**config.mk**
```make
export PLATFORM = sky130hd
export DESIGN_NAME = fir_coeff_ctrl_flat
export DESIGN_NICKNAME = d
export VERILOG_FILES = /design/src/rtl/fir_coeff_ctrl_if.sv /design/src/rtl/fir_coeff_ctrl.sv /design/src/flat_wrapper.sv
export SDC_FILE = /design/constraint.sdc
export NUM_CORES = 1
export LEC_CHECK = 0
export BUFFER_PORTS_ARGS = -buffer_cell sky130_fd_sc_hd__buf_2
export CAP_MARGIN = 20
export CORE_ASPECT_RATIO = 1.25
export CORE_MARGIN = 2
export CORE_UTILIZATION = 24
export CTS_BUF_LIST = sky130_fd_sc_hd__clkbuf_16
export DETAILED_ROUTE_END_ITERATION = 7
export HOLD_SLACK_MARGIN = 0.05
export SLEW_MARGIN = 20
export SYNTH_ARGS = -nofsm -noshare
export SYNTH_HDL_FRONTEND = slang
export SYNTH_SLANG_ARGS = --single-unit
```
**constraint.sdc**
```tcl
create_clock -name clk -period 10.5 [get_ports clk]
set_input_delay 0.525 -clock clk [delete_from_list [all_inputs] [get_ports clk]]
set_output_delay 0.525 -clock clk [all_outputs]
set_load 0.1 [all_outputs]
```
**src/rtl/fir_coeff_ctrl_if.sv**
```systemverilog
// ---------------------------------------------------------------------------
// fir_coeff_ctrl_if
//
// Purpose: bundles the configuration port, the sample-stream handshake and
// the FIR-facing outputs of the coefficient bank controller into one
// interface.
//
// Parameters (must match those of the fir_coeff_ctrl instance it connects):
//   NUM_COEFFS   taps per bank
//   COEFF_WIDTH  signed coefficient width
//
// Signals:
//   cfg_valid / cfg_ready   coefficient write handshake
//   cfg_addr, cfg_data      tap index and signed coefficient value
//   cfg_commit              single-cycle bank swap request
//   cfg_err                 one-cycle pulse on a rejected write or commit
//   commit_done             one-cycle pulse when a swap sequence completes
//   busy                    controller is not idle
//   sample_in_valid/_ready  upstream sample handshake
//   fir_in_valid            gated sample strobe towards the FIR
//   fir_rst                 FIR synchronous reset (flush)
//   coeffs                  active coefficient bank
//
// Modports:
//   master  the sample source / configuration host side
//   slave   the controller side
// ---------------------------------------------------------------------------
interface fir_coeff_ctrl_if #(
  parameter int NUM_COEFFS  = 15,
  parameter int COEFF_WIDTH = 8
);

  logic                                   cfg_valid;
  logic                                   cfg_ready;
  logic [3:0]                             cfg_addr;
  logic signed [COEFF_WIDTH-1:0]          cfg_data;
  logic                                   cfg_commit;
  logic                                   cfg_err;
  logic                                   commit_done;
  logic                                   busy;
  logic                                   sample_in_valid;
  logic                                   sample_in_ready;
  logic                                   fir_in_valid;
  logic                                   fir_rst;
  logic [NUM_COEFFS-1:0][COEFF_WIDTH-1:0] coeffs;

  modport master (
    output cfg_valid,
    output cfg_addr,
    output cfg_data,
    output cfg_commit,
    output sample_in_valid,
    input  cfg_ready,
    input  cfg_err,
    input  commit_done,
    input  busy,
    input  sample_in_ready,
    input  fir_in_valid,
    input  fir_rst,
    input  coeffs
  );

  modport slave (
    input  cfg_valid,
    input  cfg_addr,
    input  cfg_data,
    input  cfg_commit,
    input  sample_in_valid,
    output cfg_ready,
    output cfg_err,
    output commit_done,
    output busy,
    output sample_in_ready,
    output fir_in_valid,
    output fir_rst,
    output coeffs
  );

endinterface

```
**src/rtl/fir_coeff_ctrl.sv**
```systemverilog
// ---------------------------------------------------------------------------
// fir_coeff_ctrl
//
// Purpose: coefficient bank controller for the 15-tap transposed FIR.
// Coefficient writes land in a shadow bank. A commit stalls the sample
// stream for DRAIN_CYCLES cycles, then copies the committed shadow contents
// into the active bank in a single cycle. Optionally one further cycle pulses
// the FIR reset to clear its partial sums.
//
// Optional feature macro: FIR_FLUSH_ON_SWAP_EN
//   defined   -> a FLUSH state follows SWAP and drives fir_rst for one cycle
//   undefined -> fir_rst is tied low and the FLUSH state does not exist
//
// Parameters:
//   NUM_COEFFS    taps per bank (must match the interface instance)
//   COEFF_WIDTH   coefficient width (must match the interface instance)
//   DRAIN_CYCLES  stall cycles before the swap, must be >= 1
//
// Ports:
//   clk   rising-edge system clock
//   rst   asynchronous active-high reset
//   bus   fir_coeff_ctrl_if.slave: configuration port, sample handshake,
//         and the FIR-facing coeffs / fir_in_valid / fir_rst outputs
//
// The commit captures a snapshot of the shadow bank (including a write in
// the same cycle). The swap copies that snapshot, so writes accepted while
// the sequence is in flight stay in shadow for the next commit only.
// ---------------------------------------------------------------------------
module fir_coeff_ctrl #(
  parameter int NUM_COEFFS   = 15,
  parameter int COEFF_WIDTH  = 8,
  parameter int DRAIN_CYCLES = 1
) (
  input  logic              clk,
  input  logic              rst,
  fir_coeff_ctrl_if.slave   bus
);

  localparam int CNT_W = (DRAIN_CYCLES < 2) ? 1 : $clog2(DRAIN_CYCLES + 1);

  localparam logic [CNT_W-1:0] CNT_LOAD = CNT_W'(DRAIN_CYCLES);
  localparam logic [CNT_W-1:0] CNT_ONE  = CNT_W'(1);
  localparam logic [CNT_W-1:0] CNT_ZERO = {CNT_W{1'b0}};

  localparam logic [4:0] ADDR_LIMIT = 5'(NUM_COEFFS);

  localparam logic [1:0] ST_IDLE  = 2'd0;
  localparam logic [1:0] ST_DRAIN = 2'd1;
  localparam logic [1:0] ST_SWAP  = 2'd2;
`ifdef FIR_FLUSH_ON_SWAP_EN
  localparam logic [1:0] ST_FLUSH = 2'd3;
`endif

  typedef logic [NUM_COEFFS-1:0][COEFF_WIDTH-1:0] bank_t;

  // Registered state
  logic [1:0]       state_q,       state_d;
  logic [CNT_W-1:0] cnt_q,         cnt_d;
  bank_t            shadow_q,      shadow_d;
  bank_t            snap_q,        snap_d;
  bank_t            active_q,      active_d;
  logic             cfg_err_q,     cfg_err_d;
  logic             commit_done_q, commit_done_d;

  // Decoded / combinational helpers
  logic             cfg_ready_s;
  logic             sample_ready_s;
  logic             busy_s;
  logic             fir_rst_s;
  logic             wr_fire_s;
  logic             addr_ok_s;
  logic             commit_idle_s;
  logic             commit_busy_s;

  // Decode the handshake-facing status from registered state only.
  always_comb begin
    cfg_ready_s    = (state_q != ST_SWAP);
    sample_ready_s = (state_q == ST_IDLE);
    busy_s         = (state_q != ST_IDLE);
`ifdef FIR_FLUSH_ON_SWAP_EN
    fir_rst_s      = (state_q == ST_FLUSH);
`else
    fir_rst_s      = 1'b0;
`endif
  end

  // Qualify the incoming write and commit requests.
  always_comb begin
    wr_fire_s     = bus.cfg_valid && cfg_ready_s;
    addr_ok_s     = ({1'b0, bus.cfg_addr} < ADDR_LIMIT);
    commit_idle_s = bus.cfg_commit && (state_q == ST_IDLE);
    commit_busy_s = bus.cfg_commit && (state_q != ST_IDLE);
  end

  // Shadow bank update; out-of-range writes are dropped.
  always_comb begin
    shadow_d = shadow_q;
    if (wr_fire_s && addr_ok_s) begin
      shadow_d[bus.cfg_addr] = bus.cfg_data;
    end else begin
      shadow_d = shadow_q;
    end
  end

  // Error pulse: bad write address or commit while a sequence is running.
  always_comb begin
    if ((wr_fire_s && !addr_ok_s) || commit_busy_s) begin
      cfg_err_d = 1'b1;
    end else begin
      cfg_err_d = 1'b0;
    end
  end

  // Swap sequencer: IDLE -> DRAIN -> SWAP [-> FLUSH] -> IDLE.
  always_comb begin
    state_d       = state_q;
    cnt_d         = cnt_q;
    snap_d        = snap_q;
    active_d      = active_q;
    commit_done_d = 1'b0;
    case (state_q)
      ST_IDLE: begin
        if (commit_idle_s) begin
          state_d = ST_DRAIN;
          cnt_d   = CNT_LOAD;
          // shadow_d already holds a same-cycle write, so it joins the swap.
          snap_d  = shadow_d;
        end else begin
          state_d = ST_IDLE;
        end
      end
      ST_DRAIN: begin
        if (cnt_q == CNT_ONE) begin
          state_d = ST_SWAP;
          cnt_d   = CNT_ZERO;
        end else begin
          cnt_d   = cnt_q - CNT_ONE;
        end
      end
      ST_SWAP: begin
        active_d = snap_q;
`ifdef FIR_FLUSH_ON_SWAP_EN
        state_d  = ST_FLUSH;
`else
        state_d       = ST_IDLE;
        commit_done_d = 1'b1;
`endif
      end
`ifdef FIR_FLUSH_ON_SWAP_EN
      ST_FLUSH: begin
        state_d       = ST_IDLE;
        commit_done_d = 1'b1;
      end
`endif
      default: begin
        state_d = ST_IDLE;
        cnt_d   = CNT_ZERO;
      end
    endcase
  end

  // State, bank and pulse registers with asynchronous reset.
  always_ff @(posedge clk or posedge rst) begin
    if (rst) begin
      state_q       <= ST_IDLE;
      cnt_q         <= CNT_ZERO;
      shadow_q      <= '0;
      snap_q        <= '0;
      active_q      <= '0;
      cfg_err_q     <= 1'b0;
      commit_done_q <= 1'b0;
    end else begin
      state_q       <= state_d;
      cnt_q         <= cnt_d;
      shadow_q      <= shadow_d;
      snap_q        <= snap_d;
      active_q      <= active_d;
      cfg_err_q     <= cfg_err_d;
      commit_done_q <= commit_done_d;
    end
  end

  assign bus.cfg_ready       = cfg_ready_s;
  assign bus.sample_in_ready = sample_ready_s;
  assign bus.busy            = busy_s;
  assign bus.fir_rst         = fir_rst_s;
  assign bus.cfg_err         = cfg_err_q;
  assign bus.commit_done     = commit_done_q;
  assign bus.coeffs          = active_q;
  // The only combinational path from an input to an output.
  assign bus.fir_in_valid    = bus.sample_in_valid && sample_ready_s;

endmodule

```
**src/flat_wrapper.sv**
```systemverilog
// flat-port wrapper written by rule: the top's interface ports become plain ports
module fir_coeff_ctrl_flat 
#(
  parameter int NUM_COEFFS   = 15,
  parameter int COEFF_WIDTH  = 8,
  parameter int DRAIN_CYCLES = 1
)
  (clk, rst, bus_cfg_valid, bus_cfg_addr, bus_cfg_data, bus_cfg_commit, bus_sample_in_valid, bus_cfg_ready, bus_cfg_err, bus_commit_done, bus_busy, bus_sample_in_ready, bus_fir_in_valid, bus_fir_rst, bus_coeffs);
  fir_coeff_ctrl_if #(.NUM_COEFFS(NUM_COEFFS), .COEFF_WIDTH(COEFF_WIDTH)) bus_i ();
  input  logic clk;
  input  logic rst;
  input wire logic [$bits(bus_i.cfg_valid)-1:0] bus_cfg_valid;
  input wire logic [$bits(bus_i.cfg_addr)-1:0] bus_cfg_addr;
  input wire logic [$bits(bus_i.cfg_data)-1:0] bus_cfg_data;
  input wire logic [$bits(bus_i.cfg_commit)-1:0] bus_cfg_commit;
  input wire logic [$bits(bus_i.sample_in_valid)-1:0] bus_sample_in_valid;
  output wire logic [$bits(bus_i.cfg_ready)-1:0] bus_cfg_ready;
  output wire logic [$bits(bus_i.cfg_err)-1:0] bus_cfg_err;
  output wire logic [$bits(bus_i.commit_done)-1:0] bus_commit_done;
  output wire logic [$bits(bus_i.busy)-1:0] bus_busy;
  output wire logic [$bits(bus_i.sample_in_ready)-1:0] bus_sample_in_ready;
  output wire logic [$bits(bus_i.fir_in_valid)-1:0] bus_fir_in_valid;
  output wire logic [$bits(bus_i.fir_rst)-1:0] bus_fir_rst;
  output wire logic [$bits(bus_i.coeffs)-1:0] bus_coeffs;
  assign bus_i.cfg_valid = bus_cfg_valid;
  assign bus_i.cfg_addr = bus_cfg_addr;
  assign bus_i.cfg_data = bus_cfg_data;
  assign bus_i.cfg_commit = bus_cfg_commit;
  assign bus_i.sample_in_valid = bus_sample_in_valid;
  assign bus_cfg_ready = bus_i.cfg_ready;
  assign bus_cfg_err = bus_i.cfg_err;
  assign bus_commit_done = bus_i.commit_done;
  assign bus_busy = bus_i.busy;
  assign bus_sample_in_ready = bus_i.sample_in_ready;
  assign bus_fir_in_valid = bus_i.fir_in_valid;
  assign bus_fir_rst = bus_i.fir_rst;
  assign bus_coeffs = bus_i.coeffs;
  fir_coeff_ctrl #(.NUM_COEFFS(NUM_COEFFS), .COEFF_WIDTH(COEFF_WIDTH), .DRAIN_CYCLES(DRAIN_CYCLES)) u_core (.clk(clk), .rst(rst), .bus(bus_i));
endmodule
```
==> flow_summary.json, run 1 <==
{
  "final-hold-violation-count": 0,
  "fin_nets": 1627,
  "clockRootBuffer": "clkbuf_16",
  "core_area_um2": 62900,
  "num_vias": 11914,
  "critical_path_class": "flop to output pin",
  "worstPathArrival_ps": 2850,
  "ys.flop_type": "dfrtp_1",
  "gr-usage-all-layers_pct": 13.8,
  "hp-class": "input port to asynchronous set/reset pin",
  "grt_first_pass_wirelength_mm": 71.4,
  "post_cts_buffers": 0,
  "die_y_um": 285,
  "setup_ws_ps": 7120,
  "dr.pass1.iters": 5,
  "grt_pass1_vias": 11921,
  "syn_avg_cell_area_um2": 9.81,
  "first_iter_violations": 1268,
  "worst_path_dominant_cell_family": "buffers and inverters",
  "grt_max_degree": 241,
  "drtAntennaViolNets": 0,
  "max_stage_delay_ps": 640,
  "syn_area_um2": 15200,
  "syn_to_final_growth_pct": 16.9,
  "post-place-ws_ps": 7170,
  "rows": 103,
  "rsz0062_at_grt": "false",
  "drive_gt1_share_pct": 14.7,
  "cts.sinks": 365,
  "cp_cell_sequence": "nand2b_4 > buf_4 > buf_2",
  "die_area_um2": 65300,
  "antennaDiodeCount": 0,
  "syn_nets": 1566,
  "wl_mm": 45.8,
  "mostFrequentLayoutCells": "481 x nand2_1, 365 x dfrtp_1, 142 x buf_2",
  "crit_buf_inv": 2,
  "clk_latency_ps": 540,
  "synth-edff-count": 0,
  "tightest_slew_ps": 1320,
  "crit_fanout": 62,
  "io_pins": 144,
  "final_common_cell": "nand2_1",
  "crit_path_end_kind": "output pin",
  "ys_seq_area_share_pct": 60.1,
  "io_buffer_count": 142,
  "maxSlewViolCount": 0,
  "die_width_um": 229,
  "dp_hpwl_mm": 28.9,
  "final.min_clock_period_ps": 3380,
  "synth_top_area_share_pct": 60.1,
  "route.detailed.drc": 0,
  "cp_slowest_cell": "nand2b_4",
  "via_per_inst": 4.81,
  "startpoint_type": "flop",
  "synth-seq-cells": 365,
  "fmax_ghz": 0.296,
  "setup_violations": 0,
  "fin_util_pct": 28.2,
  "synthArstFlopShare_pct": 100,
  "antenna_found_initial": 1,
  "finClkSkew_ps": 19.0,
  "synthTopCellsByArea": "dfrtp_1 60%, nand2_1 12%, o31ai_1 5.5%",
  "fin_crit_sh_pct": 32.2,
  "fin_setup_tns_ps": 0,
  "wl_per_cell_um": 18.5,
  "start_util_pct": 24.2,
  "status": "complete, no violations",
  "clock_path_buffers": 3,
  "yosysUniqueCellTypes": 32,
  "ctsResizeCount": 0,
  "gp_congestion": 0.775,
  "maxSlewHeadroom_pct": 11.9,
  "cts_tree": "built",
  "postCtsHoldBufs": 0,
  "required_ps": 9980,
  "yosysTopAreaCell": "dfrtp_1",
  "overflow": 0,
  "yosys_warnings": 0,
  "synthCells": 1549,
  "path_clk_slew_ps": 60,
  "htreeDepth": 2,
  "drv_cap": 0,
  "cts-buffers-inserted": 40
}
## cell families (layout without fill, tap and decap cells)
| logic type | after synthesis | in the layout | synth area share [%] |
|---|---|---|---|
| compound gates | 243 | 243 | 11.9 |
| simple gates | 795 | 795 | 23.7 |
| flops | 365 | 365 | 60.1 |
| other cells | 1 | 1 | 0.0247 |
| buf+inv | 145 | 233 | 4.24 |
## worst reg2reg max path, stage by stage, from the launching register on
cell      delay, ps
dfrtp_1         440
nand2b_4        510
inv_8           870
buf_4           900
o31ai_1         230
a31oi_1         220
## final cells by class
cell class | count | area [um2]
tap | 840 | 1050
timing repair buffer | 159 | 863
inverter | 5 | 30.0
clock inverter | 28 | 225
sequential | 365 | 9130
clock buffer | 41 | 1030
fill | 6710 | 45100
multi-input combinational | 1039 | 5440
## final timing paths
path / startpoint / end / slack, ps / cells past startpoint
min in group clk: bus_cfg_commit / u_core.bus.cfg_err / 270 / 3
max: u_core.state_q[0] / bus_cfg_ready / 7120 / 3
max in group asynchronous: rst / u_core.shadow_q[83] / 8000 / 5
max reg2reg: u_core.state_q[0] / u_core.snap_q[80] / 7230 / 5
min: rst / u_core.bus.commit_done / 180 / 3
min reg2reg: u_core.snap_q[96] / u_core.bus.coeffs[96] / 460 / 2
## through the flow
stage	area [um2]	instances	hold slack [ps]
2_1_floorplan	15200	1549	439
3_3_place_gp	16500	2408	452
3_5_place_dp	16500	2408	455
4_1_cts	17800	2477	204
5_1_grt	17800	2477	229
6_report	17800	2477	179
## synthesized netlist by cell type (7+ instances only)
| library cell | instances |
|---|---|
| nand3_1 | 112 |
| nand2_1 | 481 |
| and4b_1 | 24 |
| nor2_1 | 121 |
| buf_1 | 9 |
| and4bb_2 | 7 |
| nor4bb_1 | 17 |
| a31oi_1 | 120 |
| clkbuf_1 | 80 |
| buf_2 | 46 |
| nor4b_1 | 8 |
| o31ai_4 | 10 |
| o31ai_1 | 111 |
| nand4_1 | 9 |
| dfrtp_1 | 365 |
## flip-flops by register name, indices dropped and copies added (netlist names)
name / count
u_core.bus.coeffs: 120
u_core.snap_q: 120
u_core.shadow_q: 120
u_core.cnt_q: 1
u_core.state_q: 2
u_core.bus.commit_done: 1
u_core.bus.cfg_err: 1
## routing by layer
layer,part of all wire (%),wire (um),global-route usage [%]
met1,40,18300,17.0
met5,0.017,8,0
met3,5.0,2310,2.39
met4,2.5,1140,3.99
met2,52,24000,24.6
Power of run 1 is not shown: default switching activity piles up to over one toggle a cycle in this logic, so the estimate is an artifact.
==> run 2: changes to the inputs <==
--- a/config.mk
+++ b/config.mk
@@ -5,6 +5,7 @@
 export SDC_FILE = /design/constraint.sdc
 export NUM_CORES = 1
 export LEC_CHECK = 0
+export ABC_AREA = 1
 export BUFFER_PORTS_ARGS = -buffer_cell sky130_fd_sc_hd__buf_2
 export CAP_MARGIN = 20
 export CORE_ASPECT_RATIO = 1.25
==> constraint.sdc (replaced) <==
create_clock -name clk -period 3.1 [get_ports clk]
set_input_delay 0.155 -clock clk [delete_from_list [all_inputs] [get_ports clk]]
set_output_delay 0.155 -clock clk [all_outputs]
set_load 0.1 [all_outputs]
==> flow_summary.json, run 2 <==
{
  "fin_crit_sh_pct": 79.8,
  "path_clk_slew_ps": 60,
  "finClkSkew_ps": 24.1,
  "grt_pass1_vias": 11516,
  "ys_top_cells_by_count": "782 x nand2_1, 365 x dfrtp_1, 137 x inv_1",
  "dp_hpwl_mm": 26.9,
  "yosys_warnings": 0,
  "drv_cap": 0,
  "final-hold-violation-count": 0,
  "maxSlewHeadroom_pct": 31.0,
  "worstPathArrival_ps": 2320,
  "rsz0062_at_grt": "false",
  "wl_mm": 42.2,
  "synth-edff-count": 0,
  "overflow": 0,
  "grt_max_degree": 153,
  "yosysTopAreaCell": "dfrtp_1",
  "core_area_um2": 62200,
  "drive_gt1_share_pct": 12.5,
  "required_ps": 2940,
  "clockRootBuffer": "clkbuf_16",
  "syn_area_um2": 15100,
  "io_pins": 144,
  "hold_depth": 5,
  "start_util_pct": 24.3,
  "ys_seq_area_share_pct": 60.5,
  "startpoint_type": "flop",
  "rows": 102,
  "clk_latency_ps": 560,
  "cts_tree": "built",
  "status": "complete, no violations",
  "fin_util_pct": 28.9,
  "syn_nets": 1746,
  "first_iter_violations": 916,
  "clock_path_buffers": 3,
  "die_y_um": 284,
  "cts.sinks": 365,
  "hold_ws_ps": 147,
  "die_width_um": 228,
  "synthArstFlopShare_pct": 100,
  "gr-usage-all-layers_pct": 12.9,
  "crit_path_end_kind": "output pin",
  "setup_violations": 0,
  "num_vias": 11666,
  "synth_top_area_share_pct": 60.5,
  "wl_per_cell_um": 15.6,
  "synthCells": 1729,
  "grt_first_pass_wirelength_mm": 66.1,
  "drtAntennaViolNets": 0,
  "hp-class": "input port to flop",
  "htreeDepth": 2,
  "gp_congestion": 0.789,
  "synth-seq-cells": 365,
  "fmax_ghz": 0.404,
  "maxSlewViolCount": 0,
  "antenna_found_initial": 8,
  "route.detailed.drc": 0,
  "via_per_inst": 4.30,
  "synthTopCellsByArea": "dfrtp_1 60%, nand2_1 19%, nand3_1 4.3%",
  "tightest_slew_ps": 1030,
  "final.min_clock_period_ps": 2470,
  "mostFrequentLayoutCells": "782 x nand2_1, 365 x dfrtp_1, 148 x inv_1",
  "critical_path_class": "flop to output pin",
  "io_buffer_count": 142,
  "r2r_cells": 6,
  "fin_nets": 1868,
  "dr.pass1.iters": 5,
  "yosysMostFrequentCell": "nand2_1",
  "crit_fanout": 36,
  "post_cts_buffers": 0,
  "postCtsHoldBufs": 10,
  "die_area_um2": 64900,
  "syn_avg_cell_area_um2": 8.73,
  "ctsResizeCount": 0,
  "cts-buffers-inserted": 40,
  "final_common_cell": "nand2_1",
  "ys.flop_type": "dfrtp_1",
  "syn_to_final_growth_pct": 18.9,
  "yosysUniqueCellTypes": 22
}
## run 2: worst max-delay path, cell delays in order (launching register included)
cell and delay, ps:
dfrtp_1 490, nand2_4 330, buf_4 410, buf_2 500
## run 2: worst paths after layout
kind                                        start                    end  slack [ps]
worst max register to register  u_core.state_q[1]      u_core.snap_q[61]         950
min in group asynchronous                     rst  u_core.bus.coeffs[37]         400
worst min-delay path              bus_cfg_addr[3]     u_core.bus.cfg_err         150
worst min register to register  u_core.snap_q[19]  u_core.bus.coeffs[19]         460
worst max-delay path            u_core.state_q[1]          bus_cfg_ready         630
max in group asynchronous                     rst   u_core.shadow_q[101]        1930
## run 2: per-layer routing
| layer | GRT usage, % | routed length, um | share of wire [%] | vias to the layer above |
|---|---|---|---|---|
| met2 | 21.1 | 19900 | 47 | 325 |
| met5 | 0 | 46 | 0.11 | - |
| met3 | 3.02 | 2640 | 6.3 | 59 |
| met4 | 3.76 | 770 | 1.8 | 6 |
| met1 | 16.9 | 18800 | 45 | 5661 |
| li1 | - | - | - | 5615 |
## run 2: kinds of logic after synthesis
group | share of synthesized area, %
buffers and inverters | 6.54
DFF | 60.5
and+or+nand+nor | 30.4
other | 0.0248
AOI/OAI and AO/OA | 2.58
## run 2: layout make-up
class,instances,area (um2)
Fill cell,6579,44200
Tap cell,832,1040
Antenna cell,3,7.51
Clock inverter,26,151
Multi-Input combinational cell,1123,4990
Clock buffer,41,1030
Sequential cell,365,9130
Inverter,153,582
Timing Repair Buffer,168,1020
## run 2: per-stage QoR
stage,cell area [um2],setup slack (ps),std cells,TNS [ps]
3_3_place_gp,16700,1060,2631,0
2_1_floorplan,15100,-1950,1729,-712190
5_1_grt,17900,509,2711,0
6_report,17900,627,2711,0
4_1_cts,17900,573,2708,0
3_5_place_dp,16700,980,2631,0
Power of run 2 is left out for the same reason.
